[config.mk]
export PLATFORM = sky130hd
export DESIGN_NAME = id_ex_stage
export DESIGN_NICKNAME = d
export VERILOG_FILES = /design/src/rtl/mips_pkg.sv /design/src/rtl/fwd_mux.sv /design/src/rtl/id_ex_stage.sv
export SDC_FILE = /design/constraint.sdc
export NUM_CORES = 1
export LEC_CHECK = 0
export ABC_AREA = 0
export BUFFER_PORTS_ARGS = -buffer_cell sky130_fd_sc_hd__buf_2
export CELL_PAD_IN_SITES_DETAIL_PLACEMENT = 1
export CELL_PAD_IN_SITES_GLOBAL_PLACEMENT = 2
export CORE_MARGIN = 5
export CORE_UTILIZATION = 26
export DETAILED_ROUTE_END_ITERATION = 6
export PLACE_DENSITY_LB_ADDON = 0.25
export SLEW_MARGIN = 20
export SYNTH_ARGS = -nofsm -noshare
export SYNTH_HDL_FRONTEND = slang
export SYNTH_SLANG_ARGS = --single-unit
[constraint.sdc]
create_clock -name clk -period 2.6 [get_ports clk]
set_clock_uncertainty 0.2 [all_clocks]
set_input_delay 0.39 -clock clk [delete_from_list [all_inputs] [get_ports clk]]
set_output_delay 0.39 -clock clk [all_outputs]
set_load 0.02 [all_outputs]
[src/rtl/mips_pkg.sv]
// Shared widths and encodings for the 32-bit MIPS core pipeline stages.
package mips_pkg;

    localparam int unsigned DATA_W     = 32;
    localparam int unsigned REG_ADDR_W = 5;
    localparam int unsigned ALU_S_W    = 3;
    localparam int unsigned IMM_W      = 16;

    typedef enum logic [ALU_S_W-1:0] {
        ALU_AND = 3'b000,
        ALU_OR  = 3'b001,
        ALU_ADD = 3'b010,
        ALU_XOR = 3'b011,
        ALU_NOR = 3'b100,
        ALU_SLL = 3'b101,
        ALU_SUB = 3'b110,
        ALU_SLT = 3'b111
    } alu_op_e;

    typedef enum logic [1:0] {
        FWD_REG   = 2'b00,
        FWD_EXMEM = 2'b01,
        FWD_MEMWB = 2'b10
    } fwd_sel_e;

endpackage

[src/rtl/fwd_mux.sv]
// Operand bypass selector: picks the freshest value for one source register.
module fwd_mux
    import mips_pkg::*;
#(
    parameter int unsigned DATA_W     = mips_pkg::DATA_W,
    parameter int unsigned REG_ADDR_W = mips_pkg::REG_ADDR_W
) (
    input  logic [REG_ADDR_W-1:0] src_addr,
    input  logic [DATA_W-1:0]     reg_data,
    input  logic                  exmem_reg_write,
    input  logic [REG_ADDR_W-1:0] exmem_rd_addr,
    input  logic [DATA_W-1:0]     exmem_result,
    input  logic                  memwb_reg_write,
    input  logic [REG_ADDR_W-1:0] memwb_rd_addr,
    input  logic [DATA_W-1:0]     memwb_result,
    output logic [1:0]            sel,
    output logic [DATA_W-1:0]     data
);

    logic src_nonzero;

    assign src_nonzero = (src_addr != '0);

    // $zero is hardwired, so a pending write to it must never be bypassed
    always_comb begin
        sel  = FWD_REG;
        data = reg_data;
        if (src_nonzero && exmem_reg_write && (exmem_rd_addr == src_addr)) begin
            sel  = FWD_EXMEM;
            data = exmem_result;
        end else if (src_nonzero && memwb_reg_write && (memwb_rd_addr == src_addr)) begin
            sel  = FWD_MEMWB;
            data = memwb_result;
        end
    end

endmodule

[src/rtl/id_ex_stage.sv]
// ID/EX pipeline register with stall/flush control, immediate extension and
// EX/MEM, MEM/WB operand forwarding feeding the ALU.
module id_ex_stage
    import mips_pkg::*;
#(
    parameter int unsigned DATA_W     = mips_pkg::DATA_W,
    parameter int unsigned REG_ADDR_W = mips_pkg::REG_ADDR_W,
    parameter int unsigned ALU_S_W    = mips_pkg::ALU_S_W,
    parameter int unsigned IMM_W      = mips_pkg::IMM_W
) (
    input  logic                  clk,
    input  logic                  rst_n,
    input  logic                  stall,
    input  logic                  flush,
    input  logic                  id_valid,
    input  logic [ALU_S_W-1:0]    id_ALU_s,
    input  logic [DATA_W-1:0]     id_rs_data,
    input  logic [DATA_W-1:0]     id_rt_data,
    input  logic [IMM_W-1:0]      id_imm,
    input  logic                  id_use_imm,
    input  logic                  id_sign_ext,
    input  logic [REG_ADDR_W-1:0] id_rs_addr,
    input  logic [REG_ADDR_W-1:0] id_rt_addr,
    input  logic [REG_ADDR_W-1:0] id_rd_addr,
    input  logic                  id_reg_write,
    input  logic                  exmem_reg_write,
    input  logic [REG_ADDR_W-1:0] exmem_rd_addr,
    input  logic [DATA_W-1:0]     exmem_result,
    input  logic                  memwb_reg_write,
    input  logic [REG_ADDR_W-1:0] memwb_rd_addr,
    input  logic [DATA_W-1:0]     memwb_result,
    output logic                  ex_valid,
    output logic [ALU_S_W-1:0]    ALU_s,
    output logic [DATA_W-1:0]     a,
    output logic [DATA_W-1:0]     b,
    output logic [DATA_W-1:0]     ex_store_data,
    output logic [REG_ADDR_W-1:0] ex_rd_addr,
    output logic                  ex_reg_write,
    output logic [1:0]            fwd_a_sel,
    output logic [1:0]            fwd_b_sel
);

    logic                  valid_q,     valid_d;
    logic [ALU_S_W-1:0]    alu_s_q,     alu_s_d;
    logic [DATA_W-1:0]     rs_data_q,   rs_data_d;
    logic [DATA_W-1:0]     rt_data_q,   rt_data_d;
    logic [DATA_W-1:0]     imm_q,       imm_d;
    logic                  use_imm_q,   use_imm_d;
    logic [REG_ADDR_W-1:0] rs_addr_q,   rs_addr_d;
    logic [REG_ADDR_W-1:0] rt_addr_q,   rt_addr_d;
    logic [REG_ADDR_W-1:0] rd_addr_q,   rd_addr_d;
    logic                  reg_write_q, reg_write_d;

    logic [DATA_W-1:0]     imm_ext;
    logic [DATA_W-1:0]     rt_fwd;

    // Extension happens before the register so EX sees a full-width constant
    assign imm_ext = {{(DATA_W-IMM_W){id_sign_ext & id_imm[IMM_W-1]}}, id_imm};

    always_comb begin
        valid_d     = valid_q;
        alu_s_d     = alu_s_q;
        rs_data_d   = rs_data_q;
        rt_data_d   = rt_data_q;
        imm_d       = imm_q;
        use_imm_d   = use_imm_q;
        rs_addr_d   = rs_addr_q;
        rt_addr_d   = rt_addr_q;
        rd_addr_d   = rd_addr_q;
        reg_write_d = reg_write_q;
        if (flush) begin
            valid_d     = 1'b0;
            alu_s_d     = '0;
            rs_data_d   = '0;
            rt_data_d   = '0;
            imm_d       = '0;
            use_imm_d   = 1'b0;
            rs_addr_d   = '0;
            rt_addr_d   = '0;
            rd_addr_d   = '0;
            reg_write_d = 1'b0;
        end else if (!stall) begin
            valid_d     = id_valid;
            alu_s_d     = id_ALU_s;
            rs_data_d   = id_rs_data;
            rt_data_d   = id_rt_data;
            imm_d       = imm_ext;
            use_imm_d   = id_use_imm;
            rs_addr_d   = id_rs_addr;
            rt_addr_d   = id_rt_addr;
            rd_addr_d   = id_rd_addr;
            reg_write_d = id_reg_write & id_valid;
        end
    end

    always_ff @(posedge clk or negedge rst_n) begin
        if (!rst_n) begin
            valid_q     <= 1'b0;
            alu_s_q     <= '0;
            rs_data_q   <= '0;
            rt_data_q   <= '0;
            imm_q       <= '0;
            use_imm_q   <= 1'b0;
            rs_addr_q   <= '0;
            rt_addr_q   <= '0;
            rd_addr_q   <= '0;
            reg_write_q <= 1'b0;
        end else begin
            valid_q     <= valid_d;
            alu_s_q     <= alu_s_d;
            rs_data_q   <= rs_data_d;
            rt_data_q   <= rt_data_d;
            imm_q       <= imm_d;
            use_imm_q   <= use_imm_d;
            rs_addr_q   <= rs_addr_d;
            rt_addr_q   <= rt_addr_d;
            rd_addr_q   <= rd_addr_d;
            reg_write_q <= reg_write_d;
        end
    end

    fwd_mux #(
        .DATA_W     (DATA_W),
        .REG_ADDR_W (REG_ADDR_W)
    ) u_fwd_rs (
        .src_addr        (rs_addr_q),
        .reg_data        (rs_data_q),
        .exmem_reg_write (exmem_reg_write),
        .exmem_rd_addr   (exmem_rd_addr),
        .exmem_result    (exmem_result),
        .memwb_reg_write (memwb_reg_write),
        .memwb_rd_addr   (memwb_rd_addr),
        .memwb_result    (memwb_result),
        .sel             (fwd_a_sel),
        .data            (a)
    );

    fwd_mux #(
        .DATA_W     (DATA_W),
        .REG_ADDR_W (REG_ADDR_W)
    ) u_fwd_rt (
        .src_addr        (rt_addr_q),
        .reg_data        (rt_data_q),
        .exmem_reg_write (exmem_reg_write),
        .exmem_rd_addr   (exmem_rd_addr),
        .exmem_result    (exmem_result),
        .memwb_reg_write (memwb_reg_write),
        .memwb_rd_addr   (memwb_rd_addr),
        .memwb_result    (memwb_result),
        .sel             (fwd_b_sel),
        .data            (rt_fwd)
    );

    assign ex_valid      = valid_q;
    assign ALU_s         = alu_s_q;
    assign ex_rd_addr    = rd_addr_q;
    assign ex_reg_write  = reg_write_q;
    assign ex_store_data = rt_fwd;
    assign b             = use_imm_q ? imm_q : rt_fwd;

endmodule

==> summary.md <==
| Metric | Value |
|---|---|
| Outcome | finished, violations left |
| Failing checks | setup timing |
| Die height | 166.3 µm |
| Grt total ovfl | 0 |
| Post-route ant nets | 0 |
| # port buffers | 291 |
| Placement Cell Area | 8412 µm² |
| Die span in x | 166.3 µm |
| GRT Overall Usage | 0.1889 |
| Synthesis-stage register bit count | 102 |
| Syn_nets | 894 |
| R2R cell count | 3 |
| Crit path required time | 2010 ps |
| Clock Tree Buf Depth | 2 |
| Worst setup path class | reg2out |
| Most frequent cells in the layout | buf_2, nor2_1, mux2i_1 |
| Setup ws final | -319.0 ps |
| Hold Fails Final Rpt | 0 |
| Unrepaired setup endpoints after global routing | yes |
| Distinct cell type count after synthesis | 37 |
| HPWL Detailed | 19400 µm |
| Commonest non-fill, non-tap cell in the layout | buf_2 |
| Relative slew slack | 0.7029 |
| Worst min-delay path class | in2reg |
| Cells after synthesis | 712 |
| Leakage Power | 4.872 nW |
| Crit-path cells | nor4_4 > o21ai_4 > and3_4 > buf_12 > a211oi_2 > buf_4 > nor2_1 > buf_2 |
| Final GP Congestion | 0.8152 |
| Area grow syn2layout | 60.01% |
| Slew Viols, Final | 0 |
| FF+latch area | 2559 µm² |
| Reg2Reg Launch Point | use_imm_q |
| Starting density of the core | 0.2627 |
| # fillers | 2792 |
| Root Driver | clkbuf_16 |
| Number of cells on the critical path | 8 |
| Top cell type's share of synthesized area | 0.4019 |
| Worst path bufs/invs | 3 |
| Finished Layout Cells | 1351 |
| Place WS | -201.5 ps |
| First-pass GRT wire length | 41830 µm |
| Row Count | 57 |
| Post-synth top area cell | dfrtp_1 |
| Pwr Density | 439.8 nW/µm² |
| Max_cap viols | 0 |
| CP endpoint | ex_store_data[31] |
| Vias in the first global route | 7125 |
| Die area | 27650 µm² |
| Fin Setup TNS | -20840 ps |
| CP arrival | 2330 ps |
| Sequential area share after synthesis | 0.4019 |
| CTS Sinks | 102 |
| Post-layout nets | 1202 |
| I/O pin count | 292 |
| Worst-path clk slew | 70 ps |
| Worst Tran Pin Value | 445.7 ps |
| Initial drt markers | 310 |
| CP Launch Point | rt_addr_q[0] |
| Avg Vias per Cell | 4.785 |
| Final WL | 28220 µm |
| Fin crit period | 2919 ps |
| CP peak stage delay | 460 ps |
| Final Cycle Share | 1.123 |
| Startpoint types | register |
| CTS tree | built |
| Largest cells by area after synthesis | dfrtp_1, mux2i_1, nor2_1, a31oi_1, nand2_1 |
| Antenna violations before repair | 8 |
| Layout cell share with drive strength beyond 1 | 0.4800 |
| Post-route cell area | 10160 µm² |
| DR vias | 6465 |
| Core Box Area | 24180 µm² |
| Mapped Area | 6351 µm² |
| Worst-Skew Late Latency | 350 ps |
| DRC viols | 0 |
| Fmax | 0.3426 GHz |
| Crit path capture type | output port |
| Area of the multi-input gates | 4268 µm² |
| R2R setup slack | 1280 ps |
| Setup violators final | 100 |
| CP Max Fanout | 6 |
| Synth warn | 0 |
| Delay-heaviest family, CP | simple AND/OR/NAND/NOR gates |
| Crit path max-delay cell type | dfrtp_2 |
| DR pass1 iterations | 4 |
| Wire per inst | 20.89 µm |
| Reg2reg end | use_imm_q |
| H-tree Lvls | 3 |
| Avg Inst Size Synth | 8.920 µm² |
| Dpl cells | 1304 |
| Worst VDD drop | 0.3432 mV |
| CTS Buf Count | 9 |
| Largest net degree at the start of global routing | 51 |
-- state kept, by name, indices dropped and copies added (netlist names) --
signal	cells
ex_rd_addr	5
ALU_s	3
use_imm_q	1
ex_reg_write	1
rt_data_q	32
rs_addr_q	5
ex_valid	1
rt_addr_q	5
rs_data_q	32
imm_q	17
-- power by group --
part | internal [mW] | switching, mW
clock | 0.804 | 0.635
sequential | 1.67 | 0.0659
combinational | 0.563 | 0.726
total | 3.04 | 1.43
-- worst min-delay path, cell delays in order --
cell,delay (ps)
buf_2,70
mux2i_1,50
nor2_1,70
-- final cells by class --
class                      count  share of cell area
clock buffer                  12             0.02524
multi-input combinational    536              0.4200
timing repair buffer         354              0.2504
sequential                   102              0.2518
tap                          324             0.03989
antenna                        2           0.0004925
clock inverter                 4            0.005417
inverter                      17            0.006772
-- per-layer routing --
metal,global-route usage,routed length (µm),vias to the layer above
met3,0.05451,1699,30
met4,0.04340,364,10
met1,0.2492,12900,3157
met5,0,43,-
met2,0.3084,13210,180
li1,-,-,3088
-- logic make-up after synthesis --
kind of cell,synth area share
buffers and inverters,0.05201
flip-flops,0.4019
XOR/XNOR,0.02482
AND/OR/NAND/NOR,0.1684
multiplexers,0.2049
AO/OA/AOI/OAI,0.1479
-- cell usage after synthesis (all sizes together) --
cell type and n:
buf 25, nand3 2, dfrtp 102, nor4 3
a21oi 2, clkbuf 32, nor2b 3, a22oi 2
mux2i 130, xnor2 8, o21ai 34, inv 17
and3 1, nor2 153, or4 1, and2 2
nand4 2, o31ai 32, xor2 10, a211oi 16
nand2 67, or2 2, nand2b 16, a31oi 48
nor3 2
-- timing repair --
item / CTS / global route
cloned: 2 / 11
hold buffers: 1 / 0
endpoints found under the setup margin: 100 / 100
setup buffers: 13 / 2
hold endpoints to repair: 34 / 0
pin swaps: 3 / 42
gates resized for setup: 97 / 140
-- how the worst min path moves through the flow --
stage              startpoint            end  slack, ps  cells after the start
6_report       id_rt_data[27]  rt_data_q[27]         70                      3
5_1_grt        id_rs_data[21]  rs_data_q[21]         70                      3
4_1_cts        id_rt_data[27]  rt_data_q[27]         60                      3
3_5_place_dp            rst_n   rs_data_q[9]         70                      1
3_3_place_gp            rst_n   rs_data_q[9]         70                      1
2_1_floorplan           rst_n       ALU_s[0]       -110                      0
-- stage by stage --
step	total power [mW]	hold WS (ps)	utilization
after floorplan	2.356	-105.6	-
after global placement	2.843	66.49	0.3479
after detailed placement	2.855	68.33	0.3479
after CTS	4.407	61.52	0.3833
after global routing	4.707	68.69	0.4203
final	4.470	69.14	0.4203
(Power assumes the default switching activity.)
